File: config.mk
export PLATFORM = sky130hd
export DESIGN_NAME = conv_tap_mac
export DESIGN_NICKNAME = d
export VERILOG_FILES = /design/src/rtl/conv_tap_mac_pkg.sv /design/src/rtl/conv_tap_mac_shift_add_multiplier.sv /design/src/rtl/conv_tap_mac.sv
export SDC_FILE = /design/constraint.sdc
export NUM_CORES = 1
export LEC_CHECK = 0
export ABC_AREA = 1
export CORE_MARGIN = 3
export CORE_UTILIZATION = 62
export DETAILED_ROUTE_END_ITERATION = 6
export HOLD_SLACK_MARGIN = 0.1
export MAX_ROUTING_LAYER = met4
export PLACE_DENSITY = 0.81
export SETUP_SLACK_MARGIN = 0.4
export SYNTH_ARGS = -nofsm -noshare
export SYNTH_HDL_FRONTEND = slang
export SYNTH_HIERARCHICAL = 1
export SYNTH_SLANG_ARGS = --single-unit
File: constraint.sdc
create_clock -name clk -period 4.42 [get_ports clk]
set_input_delay 0.884 -clock clk [delete_from_list [all_inputs] [get_ports clk]]
set_output_delay 0.884 -clock clk [all_outputs]
set_load 0.02 [all_outputs]
File: src/rtl/conv_tap_mac_pkg.sv
// rtl/conv_tap_mac_pkg.sv - shared constants, state encoding and width helpers for conv_tap_mac
// Purpose: default DATA_W/ACC_W/TAPS, FSM state enum, product and counter width helpers.
// Ports: none (package).
package conv_tap_mac_pkg;

    localparam int DEF_DATA_W = 3;
    localparam int DEF_ACC_W  = 10;
    localparam int DEF_TAPS   = 9;

    typedef enum logic [1:0] {
        IDLE = 2'd0,
        MUL  = 2'd1,
        ACC  = 2'd2,
        OUT  = 2'd3
    } state_t;

    // PROD_W: an unsigned DATA_W x DATA_W product always fits in 2*DATA_W bits.
    function automatic int prod_width(input int data_w);
        return 2 * data_w;
    endfunction

    // CNT_W: wide enough to hold tap indices 0..TAPS-1, never narrower than 1 bit.
    function automatic int cnt_width(input int taps);
        return (taps > 1) ? $clog2(taps) : 1;
    endfunction

endpackage

File: src/rtl/conv_tap_mac_shift_add_multiplier.sv
// rtl/conv_tap_mac_shift_add_multiplier.sv - sequential unsigned shift-and-add multiplier
// Purpose: latches operands on start, then adds a<<k for each set bit b[k], one bit per cycle.
// Ports:
//   clk, rst     clock and synchronous active-high reset
//   start        load a/b, clear product, begin DATA_W-cycle multiply
//   a, b         unsigned operands (sampled only on start)
//   prod         running / final product (final once last has been seen)
//   last         high during the final multiply cycle (k == DATA_W-1)
module shift_add_multiplier
    import conv_tap_mac_pkg::*;
#(
    parameter int DATA_W = DEF_DATA_W
) (
    input  logic                          clk,
    input  logic                          rst,
    input  logic                          start,
    input  logic [DATA_W-1:0]             a,
    input  logic [DATA_W-1:0]             b,
    output logic [prod_width(DATA_W)-1:0] prod,
    output logic                          last
);

    localparam int PROD_W = prod_width(DATA_W);
    localparam int K_W    = (DATA_W > 1) ? $clog2(DATA_W) : 1;

    logic [DATA_W-1:0] a_reg;
    logic [DATA_W-1:0] b_reg;
    logic [K_W-1:0]    k;
    logic              busy;

    assign last = busy && (k == K_W'(DATA_W - 1));

    always_ff @(posedge clk) begin
        if (rst) begin
            a_reg <= '0;
            b_reg <= '0;
            prod  <= '0;
            k     <= '0;
            busy  <= 1'b0;
        end else if (start) begin
            a_reg <= a;
            b_reg <= b;
            prod  <= '0;
            k     <= '0;
            busy  <= 1'b1;
        end else if (busy) begin
            // Zero bits still consume their cycle so latency is operand-independent.
            if (b_reg[k]) begin
                prod <= prod + (PROD_W'(a_reg) << k);
            end
            k <= k + K_W'(1);
            if (last) begin
                busy <= 1'b0;
            end
        end
    end

endmodule

File: src/rtl/conv_tap_mac.sv
// rtl/conv_tap_mac.sv - sequential multiply-accumulate over one convolution window
// Purpose: accepts TAPS (a, b) pairs, multiplies each by shift-and-add, accumulates modulo
//          2^ACC_W with a sticky wrap flag, and hands the window sum downstream.
// Ports:
//   clk, rst             clock and synchronous active-high reset
//   in_valid/in_ready    tap handshake; in_ready is high only in IDLE
//   in_a, in_b           unsigned activation / weight
//   out_valid/out_ready  window-sum handshake
//   out_sum              window sum modulo 2^ACC_W (0 when out_valid=0)
//   out_ovf              accumulator wrapped at least once in this window (0 when out_valid=0)
module conv_tap_mac
    import conv_tap_mac_pkg::*;
#(
    parameter int DATA_W = DEF_DATA_W,
    parameter int ACC_W  = DEF_ACC_W,
    parameter int TAPS   = DEF_TAPS
) (
    input  logic              clk,
    input  logic              rst,
    input  logic              in_valid,
    output logic              in_ready,
    input  logic [DATA_W-1:0] in_a,
    input  logic [DATA_W-1:0] in_b,
    output logic              out_valid,
    input  logic              out_ready,
    output logic [ACC_W-1:0]  out_sum,
    output logic              out_ovf
);

    localparam int PROD_W = prod_width(DATA_W);
    localparam int CNT_W  = cnt_width(TAPS);

    state_t            state;
    logic [ACC_W-1:0]  acc;
    logic [CNT_W-1:0]  tap_cnt;
    logic              ovf;

    logic              mul_start;
    logic              mul_last;
    logic [PROD_W-1:0] prod;
    logic [ACC_W:0]    acc_next;

    // in_ready is registered and mirrors state==IDLE, so this is in_valid & in_ready.
    assign mul_start = (state == IDLE) && in_valid;

    // One extra bit catches the carry out of the accumulator for the sticky wrap flag.
    assign acc_next = {1'b0, acc} + (ACC_W + 1)'(prod);

    shift_add_multiplier #(
        .DATA_W (DATA_W)
    ) u_mul (
        .clk   (clk),
        .rst   (rst),
        .start (mul_start),
        .a     (in_a),
        .b     (in_b),
        .prod  (prod),
        .last  (mul_last)
    );

    always_ff @(posedge clk) begin
        if (rst) begin
            state     <= IDLE;
            acc       <= '0;
            tap_cnt   <= '0;
            ovf       <= 1'b0;
            in_ready  <= 1'b1;
            out_valid <= 1'b0;
            out_sum   <= '0;
            out_ovf   <= 1'b0;
        end else begin
            case (state)
                IDLE: begin
                    if (in_valid) begin
                        state    <= MUL;
                        in_ready <= 1'b0;
                    end
                end
                MUL: begin
                    if (mul_last) begin
                        state <= ACC;
                    end
                end
                ACC: begin
                    acc     <= acc_next[ACC_W-1:0];
                    tap_cnt <= tap_cnt + CNT_W'(1);
                    if (acc_next[ACC_W]) begin
                        ovf <= 1'b1;
                    end
                    if (tap_cnt == CNT_W'(TAPS - 1)) begin
                        state     <= OUT;
                        out_valid <= 1'b1;
                        out_sum   <= acc_next[ACC_W-1:0];
                        out_ovf   <= ovf | acc_next[ACC_W];
                    end else begin
                        state    <= IDLE;
                        in_ready <= 1'b1;
                    end
                end
                OUT: begin
                    if (out_ready) begin
                        state     <= IDLE;
                        acc       <= '0;
                        tap_cnt   <= '0;
                        ovf       <= 1'b0;
                        in_ready  <= 1'b1;
                        out_valid <= 1'b0;
                        out_sum   <= '0;
                        out_ovf   <= 1'b0;
                    end
                end
                default: begin
                    state    <= IDLE;
                    in_ready <= 1'b1;
                end
            endcase
        end
    end

endmodule

# --- Word-level counts from Yosys, hierarchy flattened ---
# Index checks and enable logic that the tools add are counted.
word_totals:
  romBits: 0
  latchBits: 0
  ff_bits: 45
  mem_count: 0
  in_bits: 10
  mem_bits_rw: 0
  output_inout_bits: 13
  elab_cells: 70
classes:
  n_lt_le_gt_ge: 1
  n_addsub: 4
  reduce_logical: 12
  multipliers: 0
  n_bitwise: 1
  n_eq_ne: 11
  div: 0
  mux: 27
  n_shift: 1
ops:
  columns: ["cell", "count"]
  rows:
  - ["case mux 10 bit (2 select lines)", 2]
  - ["two-way mux 10 bit", 2]
  - ["inequality test 2 bit, second input constant", 6]
  - ["adder 10 x 6 -> 11 bit", 1]
  - ["two-way mux 1 bit", 11]
  - ["AND reduction 3 bit", 3]
  - ["two-way mux 2 bit", 4]
  - ["case mux 2 bit (4 select lines)", 1]
  - ["case mux 4 bit (2 select lines)", 1]
  - ["adder 6 bit", 1]
  - ["equality test 2 bit, second input constant", 3]
  - ["case mux 1 bit (2 select lines)", 3]
  - ["<< shifter 3 x 2 -> 6 bit", 1]
  - ["adder 4 x 1 -> 4 bit, second input constant", 1]
  - ["equality test 4 bit, second input constant", 1]
  - ["two-way mux 4 bit", 1]
  - ["AND reduction 2 bit", 2]
  - ["AND reduction 4 bit", 1]
  - ["< comparator 2 x 3 -> 1 bit, second input constant", 1]
  - ["case mux 1 bit (3 select lines)", 1]
  - ["nonzero test 3 bit", 1]
  - ["adder 2 x 1 -> 2 bit, second input constant", 1]
  - ["binary-select mux 1 bit (select 2 bit)", 1]
  - ["equality test 2 x 1 -> 1 bit, second input constant", 1]
  - ["other kinds (5)", 6]

# --- Depth between registers and ports, before layout ---
# Gate-level depths: netlist of the first run.
depth:
  ltp_word: 5
  mapped_depth: 13
  mapped_depth_nobuf: 13

# --- By module ---
# The synthesis of the first run kept the hierarchy.
modules_own_cells:
  columns: ["module", "cells_each", "area_each_um2", "n_inst", "seq_area_each_um2"]
  rows:
  - ["conv_tap_mac", 243, 1716.6, 1, 600.6]
  - ["shift_add_multiplier", 123, 932.1, 1, 300.3]

# --- Least setup slack after synthesis of the first run ---
# No wires, ideal clock.
synth_timing:
  kind: "input to register"
  startpoint: "input out_ready"
  endpoint: "register acc[3]"
  setup_time_ns: 0.126
  slack_ns: 2.734
  path_buffers: 1
  arrival_ns: 1.560
  t_required_ns: 4.294
  stages: 7
  path_cell_list: "nand2_1 -> inv_1 -> nor2_4 -> inv_2 -> buf_4 -> o21ai_0 -> a21oi_1"
synth_via:
  elab_chain_cells: 2
synth_rtl:
  columns: ["element", "line", "source"]
  rows:
  - ["start: declaration", "conv_tap_mac.sv:25", "input logic out_ready,"]
  - ["inequality test 2 bit (no source line)", null, null]
  - ["AND reduction 2 bit (no source line)", null, null]
  - ["end signal: assignment", "conv_tap_mac.sv:85", "acc <= acc_next[ACC_W-1:0];"]
  - ["end: declaration", "conv_tap_mac.sv:34", "logic [ACC_W-1:0] acc;"]
# Every way passes these cells.
# A chain may end at the register's enable or synchronous reset.

==> results of run 1 <==
[path summary, 6_finish.rpt]
path | end | slack (ns) | start | cells after the start
worst max-delay path | tap_cnt[2]$_SDFFE_PP0P_ | 1.92 | rst | 4
worst max register to register | out_valid$_SDFFE_PP0P_ | 2.36 | state[1]$_SDFFE_PP0P_ | 8
worst min-delay path | u_mul/b_reg[2]$_SDFFE_PP0P_ | 0.47 | u_mul/b_reg[2]$_SDFFE_PP0P_ | 2
worst min register to register | u_mul/b_reg[2]$_SDFFE_PP0P_ | 0.47 | u_mul/b_reg[2]$_SDFFE_PP0P_ | 2
[critical path, delay by kind of cell]
kind | cells | cell delay (ns)
buf+inv | 2 | 1.48
simple gates | 2 | 0.31
[final cells by class]
class | instances | area (µm²)
Sequential cell | 45 | 901
Inverter | 46 | 180
Fill cell | 359 | 1140
Clock inverter | 2 | 10.0
Clock buffer | 6 | 72.6
Tap cell | 50 | 62.6
Multi-Input combinational cell | 263 | 1470
Timing Repair Buffer | 22 | 220
[through the flow]
step                      std cells  hold WS, ns
after floorplan                 366        0.428
after global placement          426        0.447
after detailed placement        426        0.454
after CTS                       434        0.465
after global routing            434        0.476
final                           434        0.466
[power by group through the flow]
stage          logic (mW)  clock network [mW]  registers (mW)
4_1_cts             0.590               0.250           0.583
2_1_floorplan       0.425                   0           0.608
3_5_place_dp        0.588                   0           0.590
3_3_place_gp        0.570                   0           0.588
5_1_grt             0.665               0.271           0.597
6_report            0.591               0.246           0.585
[logic make-up after synthesis]
family                   Yosys count  synth area share
AND/OR/NAND/NOR                  158             0.271
AO/OA/AOI/OAI                     80             0.167
buffers and inverters             58             0.103
flip-flops                        45             0.340
adder cells (fa/ha/maj)           21             0.105
XOR/XNOR                           3           0.00992
multiplexers                       1           0.00378
[per-layer routing]
metal,wire length [µm],global-route usage,up-vias
li1,-,-,1227
met1,2510,0.275,1034
met2,2500,0.380,54
met3,201,0.0365,13
met4,101,0.102,0
met5,0,-,-
[placed cells by master (no fill, tap or decap), types with 2 or more instances in the layout]
cell type,n
inv_2,4
nor2_4,2
inv_1,40
nor2_1,33
ha_1,19
nand2_2,7
o21ai_1,4
a211oi_1,3
a21oi_2,3
nand2_1,77
clkdlybuf4s50_1,22
xor2_1,2
o21ai_2,3
nand3_1,22
o21ai_0,25
clkinv_2,2
a21oi_1,41
nor3_1,7
clkbuf_8,5
nand3b_1,2
dfxtp_1,45
fa_1,2
nand4_1,3
==> results.sh, run 1 <==
export IMPL_dieArea_mm2=0.00509
export IMPL_max_stage_delay_ns=0.97
export IMPL_grt_max_degree=23
export IMPL_worst_pin_slew_ns=0.774
export IMPL_yosys_area_top_type="dfxtp_1"
export IMPL_start_kind="primary input"
export IMPL_crit_slowest_cell="clkdlybuf4s50_1"
export IMPL_crit_required_ns=4.60
export IMPL_yosysMostFrequentCell="nand2_1"
export IMPL_final_core_util=0.720
export IMPL_grt_usage=0.230
export IMPL_synthesis_nets=397
export IMPL_fin_ws_ns=1.92
export IMPL_combPwrFrac=0.416
export IMPL_period_share=0.565
export IMPL_cts_resized=0
export IMPL_gp_congestion=0.870
export IMPL_io_pins=23
export IMPL_path_max_fanout=21
export IMPL_p_seq_frac=0.411
export IMPL_power_switching_mw=0.583
export IMPL_worstPathCellList="clkdlybuf4s50_1 > inv_1 > nand2_1 > nor3_1"
export IMPL_diodes=0
export IMPL_nNetsFinal=414
export IMPL_syn2layout_area_growth_pct=10.3
export IMPL_root_buffer="clkbuf_8"
export IMPL_end_kind="flip-flop"
export IMPL_yosysWarningCount=6
export IMPL_synth_edf_count=0
export IMPL_portBuffers=22
export IMPL_syn_area_per_cell_um2=7.24
export IMPL_ys_seq_area_frac=0.340
export IMPL_power_leakage_nw=1.30
export IMPL_syn_inst=366
export IMPL_drt_wl_total_um=5310
export IMPL_synth_top_cells_by_count="77 x nand2_1, 45 x dfxtp_1, 41 x a21oi_1"
export IMPL_drc=0
export IMPL_fp_row_count=23
export IMPL_yosysUniqueCellTypes=36
export IMPL_routedWlPerCell_um=12.2
export IMPL_path_class="in2reg"
export IMPL_syn_area_mm2=0.00265
export IMPL_fmax_mhz=401
export IMPL_drive_gt1_frac=0.0859
export IMPL_numCtsBuffers=5
export IMPL_layout_min_cycle_time_ns=2.50
export IMPL_powerDensity_mw_per_mm2=487
export IMPL_maxCapViolCount=0
export IMPL_place_hpwl_um=4060
export IMPL_finalHoldViolCount=0
export IMPL_antenna_found_initial=0
export IMPL_vdd_ir_drop_max_mv=0.284
export IMPL_synthTopCellsByArea="dfxtp_1 34%, nand2_1 11%, ha_1 9.0%"
export IMPL_hold_path_class="reg2reg"
export IMPL_ant_nets=0
export IMPL_start_util=0.653
export IMPL_die_x_um=71.4
export IMPL_synth_main_ff_cell="dfxtp_1"
export IMPL_total_power_mw=1.42
export IMPL_dr_first_iter_drc_count=142
export IMPL_status="complete, no violations"
export IMPL_arrival_ns=2.68
export IMPL_drt_pass1_iterations=4
export IMPL_postCtsHoldBufs=0
export IMPL_swShare=0.410
export IMPL_via_count=2328
export IMPL_cts_htree_levels=2
export IMPL_finalSetupTns_ns=0
export IMPL_tritoncts="yes"
export IMPL_placed_area_mm2=0.00284
export IMPL_async_flop_share=0
export IMPL_clock_skew_ns=0.00558
export IMPL_drv_slew=0
export IMPL_post_cts_setup_buffers=0
export IMPL_clk_pin_slew_ns=0.08
export IMPL_viasPerCell=5.36
export IMPL_p_clk_frac=0.173
export IMPL_rsz0062_at_grt="false"
export IMPL_final_cell_area_mm2=0.00292
export IMPL_post_place_ws_ns=1.65
export IMPL_clock_path_buffers=2
export IMPL_fp_dieH_um=71.4
export IMPL_slew_headroom=0.483
export IMPL_setup_viol=0
export IMPL_clkLatencyLatePin_ns=0.29
export IMPL_grt_pass1_vias=2170
export IMPL_ys_ff_latch=45
export IMPL_netlist_area_leader_share=0.340
export IMPL_core_area_mm2=0.00406
export IMPL_reg_largest_list="acc: 10 flops, out_sum: 10 flops, u_mul/prod: 6 flops"
export IMPL_intPower_mw=0.838
export IMPL_cts_sinks=45
export IMPL_overflow=0
export IMPL_grt_pass1_wl_um=9330
Power figures use the tool's default switching activity.
==> run 2, diff against run 1 <==
--- a/config.mk
+++ b/config.mk
@@ -7,11 +7,11 @@
 export LEC_CHECK = 0
 export ABC_AREA = 1
 export CORE_MARGIN = 3
-export CORE_UTILIZATION = 62
+export CORE_UTILIZATION = 52
 export DETAILED_ROUTE_END_ITERATION = 6
 export HOLD_SLACK_MARGIN = 0.1
 export MAX_ROUTING_LAYER = met4
-export PLACE_DENSITY = 0.81
+export PLACE_DENSITY = 0.72
 export SETUP_SLACK_MARGIN = 0.4
 export SYNTH_ARGS = -nofsm -noshare
 export SYNTH_HDL_FRONTEND = slang
==> constraint.sdc (replaced) <==
create_clock -name clk -period 2.1 [get_ports clk]
set_input_delay 0.42 -clock clk [delete_from_list [all_inputs] [get_ports clk]]
set_output_delay 0.42 -clock clk [all_outputs]
set_load 0.02 [all_outputs]
==> run 2 against run 1 <==
  * Via count rose by 3.2%
  * Combinational power increased by 140%
  * Clock skew fell by 0.0039 ns
  * Sequential power up 110%
  * Worst hold slack got worse by 0.0035 ns
  * Cell count up 6.7%
  * Final area up 8.9%
  * Count of clock-buffer cells in the layout rose by 1
  * Flip-flop and latch count unchanged
==> results.sh, run 2 (same netlist as run 1, synthesis figures left out) <==
export IMPL_grt_usage=0.191
export IMPL_p_clk_frac=0.168
export IMPL_gp_congestion=0.913
export IMPL_vdd_ir_drop_max_mv=0.498
export IMPL_rsz0062_at_grt="true"
export IMPL_grt_pass1_wl_um=9090
export IMPL_post_place_ws_ns=0.260
export IMPL_crit_slowest_cell="clkdlybuf4s50_1"
export IMPL_drt_pass1_iterations=4
export IMPL_whs_path_depth=2
export IMPL_fill_cells=454
export IMPL_critPathTopFamily="buffers and inverters"
export IMPL_layout_cells_most_common="nand2_1"
export IMPL_fp_row_count=25
export IMPL_fmax_mhz=605
export IMPL_grt_pass1_vias=2074
export IMPL_antenna_found_initial=0
export IMPL_cts_sinks=45
export IMPL_final_core_util=0.660
export IMPL_dieArea_mm2=0.00599
export IMPL_max_stage_delay_ns=0.61
export IMPL_end_kind="output pin"
export IMPL_final_cell_mix="73 x nand2_1, 40 x a21oi_1, 38 x inv_1, 38 x dfxtp_1, 32 x nor2_1"
export IMPL_start_kind="flip-flop"
export IMPL_path_class="reg2out"
export IMPL_grt_max_degree=23
export IMPL_fin_ws_ns=0.447
export IMPL_nNetsFinal=427
export IMPL_timing_rr_start="u_mul/k[0]$_SDFFE_PP0P_"
export IMPL_fin_hold_ws_ns=0.463
export IMPL_tritoncts="yes"
export IMPL_placed_area_mm2=0.00290
export IMPL_portBuffers=22
export IMPL_clk_pin_slew_ns=0.08
export IMPL_clkLatencyLatePin_ns=0.29
export IMPL_arrival_ns=1.23
export IMPL_root_buffer="clkbuf_8"
export IMPL_min_to="u_mul/b_reg[0]$_SDFFE_PP0P_"
export IMPL_worstPathCellList="clkdlybuf4s50_1"
export IMPL_worst_pin_slew_ns=0.376
export IMPL_drv_slew=0
export IMPL_crit_required_ns=1.68
export IMPL_slew_headroom=0.749
export IMPL_swShare=0.398
export IMPL_ant_nets=0
export IMPL_numCtsBuffers=5
export IMPL_drt_wl_total_um=5650
export IMPL_syn2layout_area_growth_pct=20.0
export IMPL_fp_dieH_um=77.4
export IMPL_overflow=0
export IMPL_reg2reg_setup_slack_ns=0.45
export IMPL_place_inst=448
export IMPL_dr_first_iter_drc_count=133
export IMPL_drc=0
export IMPL_hold_path_class="reg2reg"
export IMPL_period_share=0.787
export IMPL_status="complete, no violations"
export IMPL_viasPerCell=5.19
export IMPL_setup_viol=0
export IMPL_place_hpwl_um=4090
export IMPL_power_switching_mw=1.26
export IMPL_reg_largest_list="acc: 10 flops, out_sum: 10 flops, u_mul/prod: 6 flops"
export IMPL_p_seq_frac=0.389
export IMPL_combPwrFrac=0.443
export IMPL_clock_skew_ns=0.00163
export IMPL_maxCapViolCount=0
export IMPL_finalSetupTns_ns=0
export IMPL_die_x_um=77.4
export IMPL_via_count=2402
export IMPL_path_max_fanout=2
export IMPL_layout_min_cycle_time_ns=1.65
export IMPL_core_area_mm2=0.00482
export IMPL_power_leakage_nw=1.43
export IMPL_routedWlPerCell_um=12.2
export IMPL_total_power_mw=3.16
export IMPL_clock_path_buffers=2
export IMPL_cts_htree_levels=2
export IMPL_start_util=0.550
export IMPL_diodes=0
export IMPL_powerDensity_mw_per_mm2=994
export IMPL_io_pins=23
export IMPL_min_from="u_mul/b_reg[0]$_SDFFE_PP0P_"
export IMPL_reg2reg_to="u_mul/prod[5]$_SDFFE_PP0P_"
export IMPL_fin_cells=463
export IMPL_drive_gt1_frac=0.189
export IMPL_reg2regPathDepth=11
export IMPL_final_cell_area_mm2=0.00318
export IMPL_crit_buf_inv=1
export IMPL_finalHoldViolCount=0
export IMPL_intPower_mw=1.90
run 2: changes by cell type in the layout (fill, tap and decap cells not counted), sizes merged:
cell	delta
buf	+13
clkbuf	+1
clkdlybuf4s50	-4
clkinv	-2
dlymetal6s2s	+4
run 2: what timing repair did:
| item | 4_1_cts | 5_1_grt |
|---|---|---|
| hold buffers | 0 | 0 |
| setup endpoints to repair | 27 | 32 |
| pin swaps | 0 | 6 |
| gates resized for setup | 8 | 40 |
| buffers inserted | 0 | 8 |
run 2: power by group through the flow:
stage	Sequential, mW	Clock, mW	Combinational (mW)
2_1_floorplan	1.28	0	0.894
3_5_place_dp	1.23	0	1.27
5_1_grt	1.26	0.592	1.56
6_report	1.23	0.532	1.40
3_3_place_gp	1.22	0	1.25
4_1_cts	1.21	0.551	1.28
run 2: routing by layer:
metal	global-route usage	share of wire	routed length, µm	vias up
met3	0.0371	0.035	197	7
met4	0.0498	0.011	64	0
li1	-	-	-	1251
met1	0.226	0.45	2530	1096
met5	-	0	0	-
met2	0.332	0.50	2850	48
run 2: worst max path at each step:
stage	startpoint	end	slack, ns	cells past startpoint
floorplan	u_mul/k[0]$_SDFFE_PP0P_	u_mul/prod[4]$_SDFFE_PP0P_	0.47	9
global placement	out_ready	out_sum[6]$_SDFFE_PP0P_	0.31	8
detailed placement	u_mul/k[0]$_SDFFE_PP0P_	u_mul/prod[4]$_SDFFE_PP0P_	0.26	9
CTS	u_mul/prod[0]$_SDFFE_PP0P_	acc[6]$_SDFFE_PP0P_	0.41	11
global route	u_mul/k[0]$_SDFFE_PP0P_	u_mul/prod[5]$_SDFFE_PP0P_	0.33	11
finish	out_sum[8]$_SDFFE_PP0P_	out_sum[8]	0.45	1
run 2: cell type report:
type	instances	area, µm²	share of cell area
Clock buffer	7	86.3	0.0272
Inverter	46	183	0.0575
Multi-Input combinational cell	263	1580	0.497
Sequential cell	45	912	0.287
Tap cell	67	83.8	0.0264
Timing Repair Buffer	35	335	0.105
